==> src/rtl/rs232_pkg.sv <==
// Shared types and constants for the RS-232 transmitter.
package rs232_pkg;

  localparam int DEFAULT_BAUD_DIV = 434;
  localparam int DATA_BITS        = 8;

  typedef enum logic [2:0] {
    ST_IDLE,
    ST_START,
    ST_DATA,
    ST_PARITY,
    ST_STOP
  } state_e;

  function automatic logic even_parity(input logic [DATA_BITS-1:0] b);
    return ^b;
  endfunction

endpackage

==> src/rtl/rs232_tx_if.sv <==
// Host-side bundle of the transmitter: byte write port, buffer flags and serial line.
interface rs232_tx_if;
  import rs232_pkg::*;

  logic [DATA_BITS-1:0] data;
  logic                 we;
  logic                 full;
  logic                 empty;
  logic                 busy;
  logic                 tx;

  modport master (output data, we, input full, empty, busy, tx);
  modport slave  (input data, we, output full, empty, busy, tx);

endinterface

==> src/rtl/rs232_tx_fifo.sv <==
// Byte FIFO feeding the transmitter; head byte is visible on q without a read cycle.
module rs232_tx_fifo
  import rs232_pkg::*;
#(
  parameter int FIFO_DEPTH = 16
) (
  input  logic                 clk,
  input  logic                 reset,
  input  logic [DATA_BITS-1:0] data,
  input  logic                 we,
  input  logic                 pop,
  output logic [DATA_BITS-1:0] q,
  output logic                 full,
  output logic                 empty
);

  localparam int AW = $clog2(FIFO_DEPTH);

  logic [DATA_BITS-1:0] mem [FIFO_DEPTH];
  logic [AW-1:0]        wr_ptr_q, wr_ptr_d;
  logic [AW-1:0]        rd_ptr_q, rd_ptr_d;
  logic [AW:0]          count_q, count_d;
  logic                 wr_ok, rd_ok;

  assign full  = (count_q == (AW+1)'(FIFO_DEPTH));
  assign empty = (count_q == '0);
  assign q     = mem[rd_ptr_q];

  // Pointers are exactly AW bits wide, so wrap-around is the natural overflow.
  always_comb begin
    wr_ok    = we & ~full;
    rd_ok    = pop & ~empty;
    wr_ptr_d = wr_ptr_q + AW'(wr_ok);
    rd_ptr_d = rd_ptr_q + AW'(rd_ok);
    count_d  = count_q + (AW+1)'(wr_ok) - (AW+1)'(rd_ok);
  end

  always_ff @(posedge clk or negedge reset) begin
    if (!reset) begin
      wr_ptr_q <= '0;
      rd_ptr_q <= '0;
      count_q  <= '0;
    end else begin
      wr_ptr_q <= wr_ptr_d;
      rd_ptr_q <= rd_ptr_d;
      count_q  <= count_d;
    end
  end

  always_ff @(posedge clk) begin
    if (wr_ok) begin
      mem[wr_ptr_q] <= data;
    end
  end

endmodule

==> src/rtl/rs232_tx.sv <==
// Buffered 8N1 UART transmitter; define RS232_TX_PARITY_EN for an even-parity bit (8E1).
module rs232_tx
  import rs232_pkg::*;
#(
  parameter int BAUD_DIV   = DEFAULT_BAUD_DIV,
  parameter int FIFO_DEPTH = 16
) (
  input  logic       clk,
  input  logic       reset,
  rs232_tx_if.slave  bus
);

  localparam logic [15:0] BAUD_LAST = 16'(BAUD_DIV - 1);
  localparam logic [2:0]  LAST_BIT  = 3'(DATA_BITS - 1);

  state_e               state_q, state_d;
  logic [15:0]          cnt_q, cnt_d;
  logic [2:0]           idx_q, idx_d;
  logic [DATA_BITS-1:0] shift_q, shift_d;
  logic                 tx_q, tx_d;
  logic                 busy_q, busy_d;
  logic                 pop;
  logic [DATA_BITS-1:0] fifo_q;
  logic                 fifo_full, fifo_empty;
`ifdef RS232_TX_PARITY_EN
  logic                 par_q, par_d;
`endif

  rs232_tx_fifo #(.FIFO_DEPTH(FIFO_DEPTH)) u_fifo (
    .clk   (clk),
    .reset (reset),
    .data  (bus.data),
    .we    (bus.we),
    .pop   (pop),
    .q     (fifo_q),
    .full  (fifo_full),
    .empty (fifo_empty)
  );

  assign bus.full  = fifo_full;
  assign bus.empty = fifo_empty;
  assign bus.busy  = busy_q;
  assign bus.tx    = tx_q;

  always_comb begin
    state_d = state_q;
    cnt_d   = cnt_q;
    idx_d   = idx_q;
    shift_d = shift_q;
    tx_d    = tx_q;
    pop     = 1'b0;
`ifdef RS232_TX_PARITY_EN
    par_d   = par_q;
`endif
    unique case (state_q)
      ST_IDLE: begin
        tx_d = 1'b1;
        if (!fifo_empty) begin
          pop     = 1'b1;
          shift_d = fifo_q;
          state_d = ST_START;
          tx_d    = 1'b0;
          cnt_d   = BAUD_LAST;
`ifdef RS232_TX_PARITY_EN
          par_d   = even_parity(fifo_q);
`endif
        end
      end
      ST_START: begin
        if (cnt_q == '0) begin
          state_d = ST_DATA;
          tx_d    = shift_q[0];
          idx_d   = '0;
          cnt_d   = BAUD_LAST;
        end else begin
          cnt_d = cnt_q - 16'd1;
        end
      end
      ST_DATA: begin
        if (cnt_q == '0) begin
          cnt_d = BAUD_LAST;
          if (idx_q == LAST_BIT) begin
`ifdef RS232_TX_PARITY_EN
            state_d = ST_PARITY;
            tx_d    = par_q;
`else
            state_d = ST_STOP;
            tx_d    = 1'b1;
`endif
          end else begin
            // shift_q[1] is the bit that becomes LSB after this shift
            idx_d   = idx_q + 3'd1;
            shift_d = shift_q >> 1;
            tx_d    = shift_q[1];
          end
        end else begin
          cnt_d = cnt_q - 16'd1;
        end
      end
`ifdef RS232_TX_PARITY_EN
      ST_PARITY: begin
        if (cnt_q == '0) begin
          state_d = ST_STOP;
          tx_d    = 1'b1;
          cnt_d   = BAUD_LAST;
        end else begin
          cnt_d = cnt_q - 16'd1;
        end
      end
`endif
      ST_STOP: begin
        if (cnt_q == '0) begin
          // A waiting byte starts its frame straight out of the stop bit.
          if (!fifo_empty) begin
            pop     = 1'b1;
            shift_d = fifo_q;
            state_d = ST_START;
            tx_d    = 1'b0;
            cnt_d   = BAUD_LAST;
`ifdef RS232_TX_PARITY_EN
            par_d   = even_parity(fifo_q);
`endif
          end else begin
            state_d = ST_IDLE;
            tx_d    = 1'b1;
          end
        end else begin
          cnt_d = cnt_q - 16'd1;
        end
      end
      default: begin
        state_d = ST_IDLE;
        tx_d    = 1'b1;
      end
    endcase
    busy_d = (state_d != ST_IDLE);
  end

  always_ff @(posedge clk or negedge reset) begin
    if (!reset) begin
      state_q <= ST_IDLE;
      cnt_q   <= '0;
      idx_q   <= '0;
      shift_q <= '0;
      tx_q    <= 1'b1;
      busy_q  <= 1'b0;
`ifdef RS232_TX_PARITY_EN
      par_q   <= 1'b0;
`endif
    end else begin
      state_q <= state_d;
      cnt_q   <= cnt_d;
      idx_q   <= idx_d;
      shift_q <= shift_d;
      tx_q    <= tx_d;
      busy_q  <= busy_d;
`ifdef RS232_TX_PARITY_EN
      par_q   <= par_d;
`endif
    end
  end

endmodule

==> src/flat_wrapper.sv <==
// flat-port wrapper written by rule: the top's interface ports become plain ports
module rs232_tx_flat import rs232_pkg::*;
#(
  parameter int BAUD_DIV   = DEFAULT_BAUD_DIV,
  parameter int FIFO_DEPTH = 16
)
  (clk, reset, bus_data, bus_we, bus_full, bus_empty, bus_busy, bus_tx);
  rs232_tx_if bus_i ();
  input  logic clk;
  input  logic reset;
  input wire logic [$bits(bus_i.data)-1:0] bus_data;
  input wire logic [$bits(bus_i.we)-1:0] bus_we;
  output wire logic [$bits(bus_i.full)-1:0] bus_full;
  output wire logic [$bits(bus_i.empty)-1:0] bus_empty;
  output wire logic [$bits(bus_i.busy)-1:0] bus_busy;
  output wire logic [$bits(bus_i.tx)-1:0] bus_tx;
  assign bus_i.data = bus_data;
  assign bus_i.we = bus_we;
  assign bus_full = bus_i.full;
  assign bus_empty = bus_i.empty;
  assign bus_busy = bus_i.busy;
  assign bus_tx = bus_i.tx;
  rs232_tx #(.BAUD_DIV(BAUD_DIV), .FIFO_DEPTH(FIFO_DEPTH)) u_core (.clk(clk), .reset(reset), .bus(bus_i));
endmodule
==> config.mk <==
export PLATFORM = sky130hd
export DESIGN_NAME = rs232_tx_flat
export DESIGN_NICKNAME = d
export VERILOG_FILES = /design/src/rtl/rs232_pkg.sv /design/src/rtl/rs232_tx_if.sv /design/src/rtl/rs232_tx_fifo.sv /design/src/rtl/rs232_tx.sv /design/src/flat_wrapper.sv
export SDC_FILE = /design/constraint.sdc
export NUM_CORES = 1
export LEC_CHECK = 0
export ABC_AREA = 1
export CORE_ASPECT_RATIO = 1.2
export CORE_MARGIN = 3
export CORE_UTILIZATION = 60
export DETAILED_ROUTE_END_ITERATION = 8
export GPL_ROUTABILITY_DRIVEN = 1
export PLACE_DENSITY_LB_ADDON = 0.05
export SYNTH_ARGS = -nofsm -noshare
export SYNTH_HDL_FRONTEND = slang
export SYNTH_SLANG_ARGS = --single-unit
export TNS_END_PERCENT = 100
==> constraint.sdc <==
create_clock -name clk -period 3.15 [get_ports clk]
set_clock_uncertainty 0.1 [all_clocks]
set_input_delay 0.7875 -clock clk [delete_from_list [all_inputs] [get_ports clk]]
set_output_delay 0.7875 -clock clk [all_outputs]
set_load 0.05 [all_outputs]
==> results by group, run 1 <==
Status
  – Status: finished clean

Floorplan
  – Die X: 111 um
  – CORE AREA: 12800 sq um
  – DIE HEIGHT: 132 um
  – Cell row count: 45
  – Initial Utilization: 0.620
  – I/O Pins: 15
  – Die area: 14600 sq um

Finish
  – Ant diodes: 0
  – Area Overhead vs Synth: 11.3%
  – Area occupied by multi-input gates: 2540 sq um
  – Most frequent cells in the layout: nand2_1, edfxtp_1, nor2_1
  – Register area: 4970 sq um
  – Net count, final: 863
  – Most common cell after layout, fill and taps aside: nand2_1
  – Layout cells sized above 1: 0.125
  – Fin area: 8830 sq um
  – Layout fillers: 964

STA
  – Fin crit period: 3000 ps
  – Fmax: 334 MHz
  – Worst Setup Slack, final: 153 ps
  – Final setup fails: 0
  – Fin. Hold Viols: 0
  – Worst hold margin: 268 ps
  – Max Slew Vio Count: 0
  – Actual slew at the worst max-slew pin: 864 ps
  – Tcrit/Tclk final: 0.952
  – RSZ-0062 raised after global routing: no
  – Slew margin rel.: 0.423
  – Setup TNS: 0 ps

Clocking
  – Clk root buf: clkbuf_16
  – CTS Sinks: 173
  – Clock buffer depth: 2
  – CTS H-tree depth: 4
  – Clock transition at path regs: 70 ps
  – Clock latency on the worst-skew pair: 430 ps
  – Post-CTS Hold Buffers: 0
  – CTS tree: yes
  – CTS buffer count: 17

Pwr
  – Sequential share of power: 0.521
  – Worst vdd ir: 0.391 mV
  – P_leak: 3.87 nW
  – Net Sw Power: 1.40 mW
  – Combinational power share: 0.118
  – Int Pwr: 3.93 mW
  – Sw frac: 0.263
  – Clock power frac: 0.361
  – Cell Pwr Density: 605 nW/um^2

Worst setup path
  – CP required: 2260 ps
  – Critical path, cell by cell: inv_1 > ha_1 > nand3_1 > nor2_1 > clkdlybuf4s50_1
  – WS Path Type: reg -> out
  – Worst Path Arrival: 2110 ps
  – R2r setup slk: 300 ps
  – Worst r2r dst: u_core.u_fifo.count_q[4]$_DFF_PN0_
  – Crit. End Element: primary output
  – Crit path largest cell delay: 810 ps
  – Worst r2r src: u_core.u_fifo.count_q[3]$_DFF_PN0_
  – Setup crit start kind: flip-flop
  – Critical-path top delay cell: clkdlybuf4s50_1
  – Worst Reg-to-Reg Cells: 17
  – Critical path peak fanout: 3

Routing
  – Vias per cell: 5.37
  – DRC viols: 0
  – Iteration count of the initial detailed-routing pass: 5
  – Initial DRC Count: 382
  – ANT nets after route: 0
  – Total wire length: 16500 um
  – Vias: 5441
  – Avg WL per Cell: 16.3 um

Synth
  – Top post-synthesis cells by area: edfxtp_1, dfrtp_1, nand2_1, nor2_1, nand3_1
  – Mapped Area: 7930 sq um
  – Post-synthesis sequential area ratio: 0.627
  – Seq cells post-synth: 173
  – Top cell type's share of synthesized area: 0.485
  – Synthesized Nets: 833
  – Gate Count Post-Synth: 807
  – Synth area leader: edfxtp_1
  – Netlist cell types: 35
  – Synthesized area per cell: 9.83 sq um
  – Ys Warns: 0

Place
  – IO buf count: 14
  – Pre-CTS setup slack: 206 ps
  – Post-DP Area: 8270 sq um
  – Placer Congestion: 0.927
  – Dpl hpwl: 10700 um

Global routing
  – Largest net degree at the start of global routing: 80
  – Vias in the first global route: 5223
  – Gr usage total: 0.235
  – Grt ovf: 0
  – First-pass GRT wire length: 26900 um
  – Initial antenna violation count: 0

Worst hold path
  – Hold Path Class: in -> async

Run
  – Max cap viols: 0
## cell usage after synthesis (all sizes together)
library cell,instances
ha,14
clkinv,1
xnor2,1
nand3,75
a21oi,12
clkbuf,4
or2,7
nor2,118
nor3,1
nand4,3
o211ai,2
dfstp,1
inv,70
o21ai,32
xor2,8
fa,1
edfxtp,128
buf,20
nand3b,1
dfrtp,44
nand2,264
## kinds of logic after synthesis
| kind of cell | count (synthesis) | synth area share |
|---|---|---|
| adders and majority gates | 15 | 0.0246 |
| DFF | 173 | 0.627 |
| xor gates and xnor gates | 9 | 0.00994 |
| and+or+nand+nor | 469 | 0.254 |
| AOI/OAI and AO/OA | 46 | 0.0320 |
| buffers and inverters | 95 | 0.0524 |
## sequential cells by signal (all words and copies together), names as in the netlist
name and count:
u_core.u_fifo.wr_ptr_q 4, u_core.shift_q 8, u_core.u_fifo.count_q 5, u_core.state_q 3, u_core.bus.busy 1, u_core.cnt_q 16
u_core.bus.tx 1, u_core.u_fifo.rd_ptr_q 4, u_core.u_fifo.mem 128, u_core.idx_q 3
## power by group through the flow
stage	registers, mW	clock network, mW	logic, mW
2_1_floorplan	2.81	0	0.406
3_3_place_gp	2.82	0	0.603
3_5_place_dp	2.83	0	0.629
4_1_cts	2.78	1.94	0.634
5_1_grt	2.80	2.03	0.723
6_report	2.78	1.93	0.631
## final cells by class
class                      instances  area share
inverter                          71      0.0305
timing repair buffer              35      0.0335
sequential                       173       0.563
tap                              164      0.0232
multi-input combinational        539       0.288
clock buffer                      17      0.0482
clock inverter                    15      0.0132
## metal layers
layer / wire length (um) / track usage / part of all wire / vias to the layer above
li1: - / - / - / 2691
met1: 7180 / 0.313 / 0.43 / 2578
met2: 8310 / 0.393 / 0.50 / 148
met3: 743 / 0.0459 / 0.045 / 24
met4: 286 / 0.0780 / 0.017 / 0
met5: 0 / 0 / 0 / -
## through the flow
stage               instances  total power [mW]  utilization
global route             1014              5.55        0.691
floorplan                 807              3.21            -
global placement          981              3.42        0.647
finish                   1014              5.34        0.691
CTS                      1013              5.36        0.690
detailed placement        981              3.45        0.647
## worst max path at each step
stage	startpoint	to	cells after the start
final	u_core.u_fifo.count_q[3]$_DFF_PN0_	bus_full	5
after global routing	u_core.u_fifo.count_q[2]$_DFF_PN0_	u_core.u_fifo.count_q[4]$_DFF_PN0_	17
after global placement	bus_we	u_core.u_fifo.count_q[4]$_DFF_PN0_	10
after floorplan	u_core.u_fifo.count_q[3]$_DFF_PN0_	u_core.u_fifo.count_q[4]$_DFF_PN0_	17
after CTS	u_core.u_fifo.count_q[3]$_DFF_PN0_	bus_empty	5
after detailed placement	bus_we	u_core.u_fifo.count_q[4]$_DFF_PN0_	10
## timing repair
action	in CTS	in global routing
endpoints found under the setup margin	0	2
resized for setup	0	1
buffers inserted	0	1
## critical path, delay by kind of cell (launching register included)
family	cells	cell delay (ps)
adders and majority gates	1	140
and+or+nand+nor	2	270
buffers and inverters	2	890
DFF	1	380
Power figures use the tool's default switching activity.
==> run 2, diff against run 1 <==
- SETUP_SLACK_MARGIN: not set -> 0.2
==> run 2 against run 1 <==
Compared with the run above:
- flip-flop and latch count stayed put
- sequential power is essentially flat
- register-to-register slack improved by 90 ps
- routed wire length up 0.63%
- first-iteration DRC count grew 3.1%
- core utilization up 0.15 points
- count of clock-buffer cells in the layout unchanged
- cell count hardly changed
- combinational power up 6.2%
- clock power hardly changed
- die area is the same
==> results by group, run 2 (synthesis results as in run 1) <==
Status
  – Status: finished clean

Clocking
  – Post-CTS Hold Buffers: 0
  – CTS Sinks: 173
  – Clock latency on the worst-skew pair: 430 ps
  – Clock transition at path regs: 70 ps
  – CTS buffer count: 17
  – CTS tree: yes
  – Clk root buf: clkbuf_16
  – CTS H-tree depth: 4
  – Clock buffer depth: 2

Global routing
  – First-pass GRT wire length: 26900 um
  – Gr usage total: 0.235
  – Grt ovf: 0
  – Initial antenna violation count: 0
  – Largest net degree at the start of global routing: 80
  – Vias in the first global route: 5223

Pwr
  – P_leak: 3.86 nW
  – Power Total: 5.37 mW
  – Cell Pwr Density: 607 nW/um^2
  – Worst vdd ir: 0.392 mV

Finish
  – Layout fillers: 956
  – Biggest register: u_core.u_fifo.mem
  – Max FFs per register: 128
  – Area occupied by multi-input gates: 2560 sq um
  – Most frequent cells in the layout: nand2_1, edfxtp_1, nor2_1
  – Area Overhead vs Synth: 11.6%
  – Largest regs: u_core.u_fifo.mem: 128 flops, u_core.cnt_q: 16 flops, u_core.shift_q: 8 flops
  – Net count, final: 864
  – Layout cells sized above 1: 0.133
  – Fin area: 8840 sq um
  – Ant diodes: 0
  – Register area: 4970 sq um
  – Most common cell after layout, fill and taps aside: nand2_1

Routing
  – Vias per cell: 5.36
  – ANT nets after route: 0
  – Iteration count of the initial detailed-routing pass: 5
  – Vias: 5444
  – Initial DRC Count: 394
  – Total wire length: 16600 um
  – DRC viols: 0
  – Avg WL per Cell: 16.4 um

STA
  – Worst Setup Slack, final: 278 ps
  – Tcrit/Tclk final: 0.912
  – Fmax: 348 MHz
  – Actual slew at the worst max-slew pin: 863 ps
  – Max Slew Vio Count: 0
  – Fin crit period: 2870 ps
  – RSZ-0062 raised after global routing: no
  – Slew margin rel.: 0.425
  – Setup TNS: 0 ps
  – Final setup fails: 0
  – Fin. Hold Viols: 0

Floorplan
  – Die area: 14600 sq um
  – CORE AREA: 12800 sq um
  – DIE HEIGHT: 132 um
  – I/O Pins: 15
  – Initial Utilization: 0.620
  – Cell row count: 45
  – Die X: 111 um

Worst setup path
  – Worst r2r src: u_core.u_fifo.count_q[3]$_DFF_PN0_
  – Critical path peak fanout: 3
  – Worst Reg-to-Reg Cells: 17
  – R2r setup slk: 390 ps
  – Worst Path Arrival: 1980 ps
  – WS Path Type: reg -> out
  – CP required: 2260 ps
  – Setup crit start kind: flip-flop
  – Worst r2r dst: u_core.u_fifo.count_q[4]$_DFF_PN0_
  – Crit. End Element: primary output

Place
  – Pre-CTS setup slack: 206 ps
  – Placer Congestion: 0.927
  – Post-DP Area: 8270 sq um
  – IO buf count: 14
  – Dpl hpwl: 10700 um

Run
  – Max cap viols: 0

Worst hold path
  – Hold Path Class: in -> async
## run 2: cell types whose count changed in the layout (fill, tap and decap cells not counted), sizes merged
cell           delta
dlygate4sd2       +2
buf               +1
clkdlybuf4s50     -1
dlymetal6s2s      -1
## run 2: critical path: stages, from the launching register on
cell and delay [ps]:
dfrtp_1 380, inv_1 80, ha_2 170, nand3_2 120, nor2_4 150, buf_4 130, dlygate4sd2_1 520
## run 2: routing by layer
layer	routed length [um]	global-route usage	up-vias	share of wire
met3	845	0.0459	20	0.051
met5	0	0	-	0
li1	-	-	2694	-
met1	7060	0.313	2570	0.42
met2	8490	0.393	160	0.51
met4	225	0.0780	0	0.014
## run 2: cell type report
cell class,instances,area share
timing repair buffer,36,0.0337
multi-input combinational,539,0.289
clock buffer,17,0.0481
sequential,173,0.562
inverter,71,0.0304
clock inverter,15,0.0132
tap,164,0.0232
## run 2: how the worst max path moves through the flow
stage                                                   from                            endpoint  slack, ps  cells after the start
after floorplan           u_core.u_fifo.count_q[3]$_DFF_PN0_  u_core.u_fifo.count_q[4]$_DFF_PN0_        280                     17
after global placement                                bus_we  u_core.u_fifo.count_q[4]$_DFF_PN0_        250                     10
after detailed placement                              bus_we  u_core.u_fifo.count_q[4]$_DFF_PN0_        210                     10
after CTS                 u_core.u_fifo.count_q[3]$_DFF_PN0_  u_core.u_fifo.count_q[4]$_DFF_PN0_        260                     17
after global routing      u_core.u_fifo.count_q[2]$_DFF_PN0_                           bus_empty        190                      6
final                     u_core.u_fifo.count_q[3]$_DFF_PN0_                           bus_empty        280                      6
## run 2: metrics by stage
step,hold slack [ps],utilization,std cells
after global placement,356,0.647,981
after global routing,306,0.692,1015
after CTS,279,0.690,1013
after detailed placement,362,0.647,981
after floorplan,341,-,807
final,272,0.692,1015
## run 2: timing repair
| item | in CTS | in global routing |
|---|---|---|
| resized for setup | 2 | 6 |
| pin swaps | 0 | 2 |
| endpoints found under the setup margin | 2 | 1 |
| buffers inserted | 0 | 2 |
## run 2: report_power, final
part | total, mW | switching, mW | internal, mW
Sequential | 2.78 | 0.0864 | 2.69
Clock | 1.92 | 0.901 | 1.02
Combinational | 0.670 | 0.432 | 0.237
==> run 3, diff against run 2 <==
- CTS_BUF_LIST: not set -> sky130_fd_sc_hd__clkbuf_8
==> run 3 against run 2 <==
Compared with the run above:
- cell count did not move
- clock power fell by 28%
- via count barely moved
- worst hold slack got worse by 53 ps
- critical path depth fell by 1
- count of clock-buffer cells in the layout did not move
- global-route usage fell by 0.28 points
- die area did not move
- highest routed layer unchanged
==> results by group, run 3 (synthesis results as in run 1) <==
Status
  – Status: finished clean

STA
  – Actual slew at the worst max-slew pin: 865 ps
  – Tcrit/Tclk final: 0.887
  – Max Slew Vio Count: 0
  – Setup TNS: 0 ps
  – Fmax: 358 MHz
  – RSZ-0062 raised after global routing: yes
  – Final setup fails: 0
  – Fin crit period: 2790 ps
  – Fin. Hold Viols: 0
  – Worst hold margin: 220 ps
  – Slew margin rel.: 0.424

Finish
  – Net count, final: 864
  – Max FFs per register: 128
  – Area Overhead vs Synth: 9.03%
  – Layout cells sized above 1: 0.132
  – Fin area: 8640 sq um
  – Largest regs: u_core.u_fifo.mem: 128 flops, u_core.cnt_q: 16 flops, u_core.shift_q: 8 flops
  – Layout fillers: 1004
  – Most common cell after layout, fill and taps aside: nand2_1
  – Area occupied by multi-input gates: 2550 sq um
  – Register area: 4970 sq um
  – Biggest register: u_core.u_fifo.mem
  – Most frequent cells in the layout: nand2_1, edfxtp_1, nor2_1
  – Finished Core Util: 0.676
  – Ant diodes: 0

Global routing
  – Initial antenna violation count: 0
  – Gr usage total: 0.232
  – Grt ovf: 0
  – M1 GR Usage: 0.309
  – Vias in the first global route: 5196
  – Busiest metal layer after global routing: met2
  – GRT met2 Usage: 0.388
  – Met3 usage: 0.0386
  – Largest net degree at the start of global routing: 80
  – First-pass GRT wire length: 26600 um

Worst setup path
  – Critical path peak fanout: 3
  – WS Path Type: reg -> out
  – CP required: 2260 ps
  – Worst Path Arrival: 1910 ps
  – Crit. End Element: primary output
  – Setup crit start kind: flip-flop

Routing
  – Vias per cell: 5.36
  – Initial DRC Count: 374
  – Vias: 5445
  – Total wire length: 16300 um
  – ANT nets after route: 0
  – DRC viols: 0
  – Avg WL per Cell: 16.1 um
  – Iteration count of the initial detailed-routing pass: 5

Clocking
  – CTS H-tree depth: 4
  – CTS Sinks: 173
  – Clock latency on the worst-skew pair: 470 ps
  – Clock transition at path regs: 100 ps
  – CTS buffer count: 17
  – CTS tree: yes
  – Clk root buf: clkbuf_8
  – Clock buffer depth: 2
  – Post-CTS Hold Buffers: 0

Place
  – IO buf count: 14
  – Placer Congestion: 0.927
  – Dpl hpwl: 10700 um
  – Post-DP Area: 8270 sq um

Run
  – Max cap viols: 0

Floorplan
  – Cell row count: 45
  – DIE HEIGHT: 132 um
  – I/O Pins: 15
  – Die area: 14600 sq um
  – Initial Utilization: 0.620
  – Die X: 111 um
  – CORE AREA: 12800 sq um

Pwr
  – P_leak: 3.77 nW
  – Power Total: 4.83 mW
  – Worst vdd ir: 0.404 mV
  – Cell Pwr Density: 558 nW/um^2

Worst hold path
  – Hold Path Class: in -> async
==> run 3: cell types whose count changed in the layout (fill, tap and decap cells not counted) <==
cell / change
clkbuf_16: -17
clkbuf_8: +17
ha_1: +2
ha_2: -2
clkbuf_2: +1
dlygate4sd2_1: -1
==> run 3: cell type report <==
| class | instances | area share |
|---|---|---|
| Inverter | 71 | 0.0311 |
| Multi-Input combinational cell | 539 | 0.295 |
| Clock buffer | 17 | 0.0271 |
| Sequential cell | 173 | 0.575 |
| Tap cell | 164 | 0.0237 |
| Clock inverter | 15 | 0.0135 |
| Timing Repair Buffer | 36 | 0.0340 |
==> run 3: layer usage <==
metal | up-vias | wire length, um
li1 | 2690 | -
met3 | 28 | 785
met1 | 2555 | 7100
met2 | 172 | 8120
met4 | 0 | 338
met5 | - | 0
==> run 3: worst paths after layout <==
path                            slack [ps]                            endpoint  cells after the start                               start
worst min register to register         380         u_core.cnt_q[0]$_DFFE_PN0P_                      1         u_core.cnt_q[0]$_DFFE_PN0P_
worst min-delay path                   220        u_core.cnt_q[14]$_DFFE_PN0P_                      1                               reset
worst max-delay path                   360                            bus_full                      5  u_core.u_fifo.count_q[2]$_DFF_PN0_
max in group asynchronous             2130         u_core.cnt_q[1]$_DFFE_PN0P_                      2                               reset
worst max register to register         360  u_core.u_fifo.count_q[4]$_DFF_PN0_                     17  u_core.u_fifo.count_q[2]$_DFF_PN0_
min in group clk                       380         u_core.cnt_q[0]$_DFFE_PN0P_                      1         u_core.cnt_q[0]$_DFFE_PN0P_
==> run 3: what timing repair did <==
action                                  CTS  global route
buffers inserted                          0             2
gates resized for setup                   2             6
pin swaps                                 0             2
endpoints found under the setup margin    2             1
==> run 3: critical path: stages (launching register included) <==
cell	delay (ps)
dfrtp_1	390
inv_1	90
ha_1	190
nand3_2	120
nor2_1	110
dlygate4sd2_1	530
==> run 3: where the power goes <==
group,switching [mW],internal [mW]
Sequential,0.0867,2.69
Clock,0.836,0.555
Combinational,0.426,0.233
Total,1.35,3.48
==> run 3: metrics by stage <==
step                      setup WS, ps  cells
after floorplan                    284    807
after global placement             248    981
after detailed placement           206    981
after CTS                          252   1013
after global routing               148   1015
final                              357   1015
